$ cat src/rtl/aud_pkg.sv
// Shared types and constants for the I2S playback engine.
package aud_pkg;

   localparam int DATA_W      = 16;
   localparam int ADDR_W      = 20;
   localparam int BIT_CNT_MAX = 16;

   typedef enum logic [1:0] {
      IDLE,
      SYNC,
      PLAY,
      PAUSE
   } state_t;

endpackage

$ cat src/rtl/aud_i2s_serializer.sv
// MSB-first serializer: one bit per clock after a load, zeros once the counter saturates.
module aud_i2s_serializer #(
   parameter int DATA_W = aud_pkg::DATA_W
) (
   input  logic              i_clk,
   input  logic              i_rst,
   input  logic              clear,
   input  logic              load,
   input  logic [DATA_W-1:0] word,
   output logic              last,
   output logic              dacdat
);
   import aud_pkg::*;

   localparam int               CNT_W    = $clog2(DATA_W + 1);
   localparam logic [CNT_W-1:0] CNT_MAX  = CNT_W'(DATA_W);
   localparam logic [CNT_W-1:0] CNT_PRE0 = CNT_W'(DATA_W - 2);

   logic [DATA_W-1:0] shift_q;
   logic [CNT_W-1:0]  cnt_q;
   logic              dacdat_q;

   // NOTE: sequential state uses non-blocking assignments so every register samples pre-edge values.
   always_ff @(posedge i_clk) begin
      if (i_rst || clear) begin
         shift_q  <= '0;
         cnt_q    <= CNT_MAX;
         dacdat_q <= 1'b0;
      end else if (load) begin
         shift_q  <= {word[DATA_W-2:0], 1'b0};
         cnt_q    <= '0;
         dacdat_q <= word[DATA_W-1];
      end else if (cnt_q != CNT_MAX) begin
         // The shifter is empty by the time bit 0 has gone out, so the saturated bit reads 0.
         shift_q  <= {shift_q[DATA_W-2:0], 1'b0};
         cnt_q    <= cnt_q + CNT_W'(1);
         dacdat_q <= shift_q[DATA_W-1];
      end
   end

   assign last   = (cnt_q == CNT_PRE0);
   assign dacdat = dacdat_q;

endmodule

$ cat src/rtl/aud_player.sv
// I2S playback engine: reads mono samples from SRAM and plays each on both DAC channels.
module aud_player #(
   parameter int DATA_W = aud_pkg::DATA_W,
   parameter int ADDR_W = aud_pkg::ADDR_W
) (
   input  logic              i_clk,
   input  logic              i_rst,
   input  logic              i_lrc,
   input  logic              i_start,
   input  logic              i_pause,
   input  logic              i_stop,
   input  logic [ADDR_W-1:0] i_end_addr,
   input  logic [DATA_W-1:0] i_sram_data,
   output logic [ADDR_W-1:0] o_address,
   output logic              o_dacdat,
   output logic              o_playing,
   output logic              o_done
);
   import aud_pkg::*;

   state_t            state_q;
   logic              lrc_q;
   logic              pause_q;
   logic              end_q;
   logic              done_q;
   logic [ADDR_W-1:0] addr_q;
   logic [DATA_W-1:0] sample_q;

   logic              l_edge;
   logic              r_edge;
   logic              pause_enter;
   logic              ser_load;
   logic              ser_clear;
   logic              ser_last;
   logic              finish;
   logic [DATA_W-1:0] ser_word;

   assign l_edge      = lrc_q & ~i_lrc;
   assign r_edge      = ~lrc_q & i_lrc;
   assign pause_enter = (state_q == PLAY) && l_edge && pause_q;
   assign ser_load    = ((state_q == SYNC) && l_edge) ||
                        ((state_q == PLAY) && (r_edge || (l_edge && !pause_q)));
   assign ser_clear   = i_stop || pause_enter;
   // Left channel takes fresh SRAM data; right channel replays the latched copy.
   assign ser_word    = l_edge ? i_sram_data : sample_q;
   assign finish      = (state_q == PLAY) && end_q && ser_last && !ser_load;

   always_ff @(posedge i_clk) begin
      if (i_rst) begin
         state_q  <= IDLE;
         lrc_q    <= 1'b0;
         pause_q  <= 1'b0;
         end_q    <= 1'b0;
         done_q   <= 1'b0;
         addr_q   <= '0;
         sample_q <= '0;
      end else begin
         lrc_q  <= i_lrc;
         done_q <= 1'b0;
         if (ser_load && l_edge)
            sample_q <= i_sram_data;
         if (i_stop) begin
            state_q <= IDLE;
            addr_q  <= '0;
            pause_q <= 1'b0;
            end_q   <= 1'b0;
         end else begin
            case (state_q)
               IDLE: if (i_start) state_q <= SYNC;
               SYNC: begin
                  if (i_pause) pause_q <= 1'b1;
                  if (l_edge)  state_q <= PLAY;
               end
               PLAY: begin
                  if (i_pause) pause_q <= 1'b1;
                  if (pause_enter) begin
                     state_q <= PAUSE;
                     pause_q <= 1'b0;
                  end else if (finish) begin
                     state_q <= IDLE;
                     addr_q  <= '0;
                     end_q   <= 1'b0;
                     pause_q <= 1'b0;
                     done_q  <= 1'b1;
                  end else if (r_edge) begin
                     // The last word's address is held so the right channel still finishes.
                     if (addr_q == i_end_addr) end_q  <= 1'b1;
                     else                      addr_q <= addr_q + ADDR_W'(1);
                  end
               end
               PAUSE: if (i_start) state_q <= SYNC;
               default: state_q <= IDLE;
            endcase
         end
      end
   end

   aud_i2s_serializer #(
      .DATA_W (DATA_W)
   ) u_ser (
      .i_clk  (i_clk),
      .i_rst  (i_rst),
      .clear  (ser_clear),
      .load   (ser_load),
      .word   (ser_word),
      .last   (ser_last),
      .dacdat (o_dacdat)
   );

   assign o_address = addr_q;
   assign o_playing = (state_q == SYNC) || (state_q == PLAY);
   assign o_done    = done_q;

endmodule

$ cat config.mk
export PLATFORM = sky130hd
export DESIGN_NAME = aud_player
export DESIGN_NICKNAME = d
export VERILOG_FILES = /design/src/rtl/aud_pkg.sv /design/src/rtl/aud_i2s_serializer.sv /design/src/rtl/aud_player.sv
export SDC_FILE = /design/constraint.sdc
export NUM_CORES = 1
export LEC_CHECK = 0
export BUFFER_PORTS_ARGS = -buffer_cell sky130_fd_sc_hd__clkbuf_2
export CORE_UTILIZATION = 50
export DETAILED_ROUTE_END_ITERATION = 16
export HOLD_SLACK_MARGIN = 0.15
export PLACE_DENSITY_LB_ADDON = 0.08
export SLEW_MARGIN = 10
export SYNTH_ARGS = -nofsm -noshare
export SYNTH_HDL_FRONTEND = slang
export SYNTH_SLANG_ARGS = --single-unit
$ cat constraint.sdc
create_clock -name i_clk -period 2.18 [get_ports i_clk]
set_clock_uncertainty 0.2 [all_clocks]
set_input_delay 0.218 -clock i_clk [delete_from_list [all_inputs] [get_ports i_clk]]
set_output_delay 0.218 -clock i_clk [all_outputs]
set_load 0.03 [all_outputs]
* Word-level counts from Yosys, hierarchy flattened
Cells that the tools add are included.
** Word-level totals
- Register bits :: 63
- Latch bits :: 0
- Memory bits (writable) :: 0
- ROM bits :: 0
- Input bits :: 42
- Output and inout port bits :: 23
- Word-level logic and storage cells :: 80
- Memories :: 0
** Operators by class
- $add $sub $neg :: 2
- Multipliers :: 0
- Divide/modulo/power cells :: 0
- Magnitude comparators :: 0
- Eq/ne operators :: 10
- Shift operators :: 0
- Mux-type cells :: 23
- Bitwise gates (word level) :: 6
- Reductions and logical operators :: 28
** Operators by type and width (number)
- 20-bit 2-to-1 mux :: 3
- 16-bit 2-to-1 mux :: 3
- 20-bit by 1-bit adder with 20-bit output, second input constant :: 1
- 20-bit equality test :: 1
- 5-bit 2-to-1 mux :: 2
- 1-bit logical AND :: 9
- 1-bit 2-to-1 mux :: 9
- 2-bit 2-to-1 mux :: 4
- 4-bit AND reduction :: 2
- 2-bit nonzero test :: 4
- 2-bit case mux with 3 select lines :: 1
- 2-bit OR reduction :: 3
- 5-bit by 1-bit adder with 5-bit output, second input constant :: 1
- 5-bit by 4-bit equality test with 1-bit output, second input constant :: 1
- 1-bit logical OR :: 5
- 5-bit != test, second input constant :: 1
- 2-bit equality test, second input constant :: 2
- 2-bit != test, second input constant :: 2
- 1-bit NOT :: 4
- 4-bit OR reduction :: 1
- 3-bit != test, second input constant :: 1
- 3-bit AND reduction :: 1
- 1-bit bitwise AND :: 2
- 2-bit by 1-bit equality test with 1-bit output, second input constant :: 1
- 4 further kinds :: 5

* Depth between registers and ports, before layout
- Depth in word-level cells :: 11
- Depth in mapped cells :: 10
- Mapped depth without buffers :: 8

* Hierarchy
Synthesis repeated with hierarchy kept, for this count alone.
** Second synthesis, totals
- Cell total of the unflattened synthesis :: 432
- Area total of the unflattened synthesis :: 3632.2 um^2
** Modules (own cells, without submodules)
- aud_player :: instances 1, cells an instance 313, area each 2533.7 um^2, seq. area each 840.8 um^2
- aud_i2s_serializer :: instances 1, cells an instance 119, area each 1098.6 um^2, seq. area each 420.4 um^2

* Least setup slack after synthesis
Ideal clock, no wire load.
- Path kind :: flip-flop to flip-flop
- Start point :: reg addr_q[7], in the netlist o_address[7]
- End point :: reg addr_q[17], in the netlist o_address[17]
- Setup time :: 0.123 ns
- Arrival time :: 1.871 ns
- Data required time :: 1.857 ns
- Path slack :: -0.015 ns
- Stages on the path, launching flop included :: 8
- Path buffers :: 1
- Clock period less this slack :: 2.195 ns
- Cells stage by stage :: dfxtp_1 > buf_2 > xor2_1 > nor4_1 > and2_1 > a21oi_1 > o21ai_1 > mux2_1
** On the way
- Cells in the longest elaborated chain, start to end :: 4
- Elaborated cells between the ends (all ways) :: 7
- Classes of those cells :: add/sub (1); eq/ne (2); mux (3); reduce/logical (1)
** RTL lines
- start, declared :: line aud_player.sv:26 : logic [ADDR_W-1:0] addr_q;
- start signal, assigned :: line aud_player.sv:88 : else addr_q <= addr_q + ADDR_W'(1);
- 20-bit by 1-bit adder with 20-bit output :: line aud_player.sv:88
- 20-bit 2-to-1 mux :: line aud_player.sv:87 : if (addr_q == i_end_addr) end_q <= 1'b1;
- 20-bit 2-to-1 mux :: line aud_player.sv:85 : end else if (r_edge) begin
- 20-bit 2-to-1 mux :: line aud_player.sv:79 : end else if (finish) begin
Parallel ways exist; a longest one is shown, timed or not. The select of a mux whose other input is x is not followed.
A chain may end at the register's enable or synchronous reset.

* Worst setup path after layout
- Start point :: in i_lrc
- End point :: reg addr_q[17], in the netlist o_address[17]
** On the way
- Cells in the longest elaborated chain, start to end :: 10
- Elaborated cells between the ends (all ways) :: 17
- Classes of those cells :: eq/ne (1); mux (1); bitwise (4); reduce/logical (11)
** RTL lines
- start, declared :: line aud_player.sv:8 : input logic i_lrc,
- 1-bit NOT :: line aud_player.sv:38 : assign l_edge = lrc_q & ~i_lrc;
- 1-bit bitwise AND :: line aud_player.sv:38
- 1-bit logical AND :: line aud_player.sv:42 : ((state_q == PLAY) && (r_edge || (l_edge && !pause_q)));
- 1-bit logical OR :: line aud_player.sv:42
- 1-bit logical AND :: line aud_player.sv:42
- 1-bit logical OR :: line aud_player.sv:41 : assign ser_load = ((state_q == SYNC) && l_edge) ||
- 1-bit logical NOT :: line aud_player.sv:46 : assign finish = (state_q == PLAY) && end_q && ser_last && !ser_load;
- 1-bit logical AND :: line aud_player.sv:46
- 2-bit != test (no line) / 2-bit nonzero test (equally long branches)
- 4-bit AND reduction (no line)
Parallel ways exist; a longest one is shown, timed or not.

==> summary.txt <==
Run status
  – Status: complete, no violations

Worst setup path
  – Required @ worst endpoint: 2.21 ns
  – Worst setup SP type: primary input
  – CP arrival: 2.17 ns
  – CP endpoint kind: flip-flop
  – Setup CP Type: in -> reg
  – Critical path peak fanout: 6

Yosys
  – Dominant synthesized flop cell: dfxtp_1
  – Seq cells post-synth: 63
  – Mapped Area: 3319 um^2
  – Post-synth top cells: 73 x nand2_1, 63 x dfxtp_1, 47 x nor2_1
  – Synth unique cells: 65
  – Area contributors post-synth: dfxtp_1 38%, nand2_1 8.3%, xor2_1 5.5%, nor2_1 5.3%, o211ai_1 3.6%
  – Sequential fraction of the synthesis area: 0.3799
  – Post-Synthesis Cells: 406
  – Fraction of registers with async set or reset after synthesis: 0
  – Number of enable flip-flop cells after synthesis: 0
  – Yosys top cell area share: 0.3799
  – Top-count cell post-synth: nand2_1
  – Synthesis Warnings: 0
  – Avg Inst Size Synth: 8.176 um^2
  – Synthesized Nets: 455
  – Yosys top cell by area: dfxtp_1

Placed design
  – I/O Buffers: 64
  – Gp weighted congestion: 0.8722
  – DP Area: 3923 um^2
  – Post-DP HPWL: 6109 um

Power
  – Total power: 2548 uW
  – VDD IR max: 0.4239 mV
  – LEAKAGE: 0.001884 uW
  – Pint: 1863 uW
  – PD cells: 577.2 nW/um^2
  – Clock power share: 0.400
  – Switch Pwr: 684.7 uW
  – Sequential power share: 0.466
  – Combinational share of power: 0.134
  – Sw frac: 0.2687

Route
  – Pre-antenna DRT Iters: 6
  – Vias/cell: 5.557
  – DRC: 0
  – Total number of vias: 3340
  – Final ANT Viol Nets: 0
  – Routed WL per cell: 14.60 um
  – Iteration-0 DRC Markers: 282
  – Detailed Route WL: 8777 um

STA
  – Fin crit period: 2.139 ns
  – Final setup TNS: 0 ns
  – F_max: 467.5 MHz
  – Slew HR: 0.7628
  – Final Max Slew Viols: 0
  – Final setup viols: 0
  – Final Hold Viols: 0
  – Final worst path period share: 0.9813
  – Tightest Pin Transition: 0.3525 ns

GRT
  – Most Used Layer, Global Route: met2
  – Initial antenna violation count: 0
  – Grt ovf: 0
  – Total GRT Usage: 0.2622
  – Vias in the first global route: 3168
  – Met2 Use GR: 0.3912
  – GR Layer Usage met1: 0.3748
  – Maximum number of pins on one net before global-route repair: 20
  – M3 GR Usage: 0.04847
  – First-pass GRT wire length: 14680 um

Min path
  – Hold crit path type: reg -> reg

Flow run
  – Max-cap violations: 0

Floorplanning
  – Die height: 83.48 um
  – Num rows: 29
  – IO Pins: 65
  – Die Area: 6969 um^2
  – Placeable Area: 6386 um^2
  – Die W: 83.48 um
  – Initial Util: 0.5198

Clock network
  – Clk_lat worst skew: 0.35 ns
  – Number of CTS-inserted buffers: 9
  – CTS Buffer Depth: 2
  – Clock sinks: 63
  – CTS tree: done
  – Post-CTS Setup Inserts: 0
  – H-tree depth: 3
  – Root Driver: clkbuf_8
  – Clk slew on worst S/H paths: 0.08 ns

Cells and area
  – ANT cells: 0
  – Fin util: 0.6912
  – Layout cells sized above 1: 0.2920
  – Post-route cell area: 4414 um^2
  – Area grow syn2layout: 32.98%
  – Filler Cell Count: 542
  – Nets: 568
==> placed cells by master, fill, tap and decap left out, drive strengths merged, types with 3 or more instances in the layout <==
master,count
buf,36
clkbuf,73
o22a,3
nor3,3
o21bai,3
xnor2,4
nand2,74
ha,7
o211ai,16
nor4,8
nand4,6
inv,8
or3,5
dlygate4sd3,22
o21ai,20
clkinv,5
dfxtp,63
mux2i,7
and3,6
xor2,22
nand3,18
a21oi,26
nor2,49
==> worst max-delay path, stage by stage <==
cell and delay (ns):
dlygate4sd3_1 0.52, clkbuf_2 0.16, and3b_1 0.23, nor4b_4 0.29, and3_4 0.23, and2_4 0.14
o21ai_1 0.07, mux2_1 0.31
==> cells by family after synthesis <==
family	count (synthesis)	share of synthesized area
AND/OR/NAND/NOR	185	0.2721
XOR/XNOR	26	0.07086
AO/OA/AOI/OAI	89	0.1824
buffers and inverters	28	0.04372
adder cells (fa/ha/maj)	7	0.02638
multiplexers	8	0.02450
flip-flops	63	0.3799
==> metal layers <==
layer | vias up | routed length, um
met4 | 0 | 144
met2 | 117 | 3834
met3 | 19 | 465
met5 | - | 0
li1 | 1647 | -
met1 | 1557 | 4333
==> state kept, by name, indices dropped and copies added, names as in the netlist <==
| name | flops |
|---|---|
| u_ser.dacdat | 1 |
| o_done | 1 |
| u_ser.cnt_q | 5 |
| lrc_q | 1 |
| state_q | 2 |
| pause_q | 1 |
| end_q | 1 |
| o_address | 20 |
| sample_q | 16 |
| u_ser.shift_q | 15 |
==> power groups by stage <==
stage / clock, uW / sequential [uW] / combinational (uW)
after global routing: 1090 / 1190 / 376
final: 1020 / 1190 / 342
after detailed placement: 0 / 1210 / 300
after floorplan: 0 / 1210 / 179
after global placement: 0 / 1210 / 296
after CTS: 1050 / 1190 / 334
==> through the flow <==
stage	std cells	setup WS [ns]	hold WS [ns]
CTS	601	0.001120	0.2610
detailed placement	563	-0.06122	0.2496
finish	601	0.04087	0.2593
global route	601	-0.03351	0.2841
global placement	563	0.02185	0.2420
floorplan	406	0.01448	0.1462
==> final timing paths <==
path | start | end | slack (ns) | cells after the start
setup / recovery | i_lrc | o_address[17] | 0.04 | 8
hold / removal | sample_q[7] | sample_q[7] | 0.26 | 2
setup reg to reg | state_q[1] | o_address[17] | 0.08 | 7
hold reg to reg | sample_q[7] | sample_q[7] | 0.26 | 2
==> cell type report <==
type | count | area (um^2) | share of cell area
clock buffers | 9 | 123.9 | 0.02806
well taps | 77 | 96.34 | 0.02183
inverters | 8 | 30.03 | 0.006803
clock inverters | 7 | 73.82 | 0.01672
multi-input cells | 315 | 1984 | 0.4495
flip-flops and latches | 63 | 1266 | 0.2868
repair buffers | 122 | 839.6 | 0.1902
==> timing repair <==
| item | CTS | global route |
|---|---|---|
| setup endpoints to repair | 7 | 13 |
| endpoints found under the hold margin | 38 | 0 |
| resized for setup | 2 | 16 |
| hold buffers | 22 | 0 |
| pin swaps | 2 | 5 |
(Power assumes the default switching activity.)
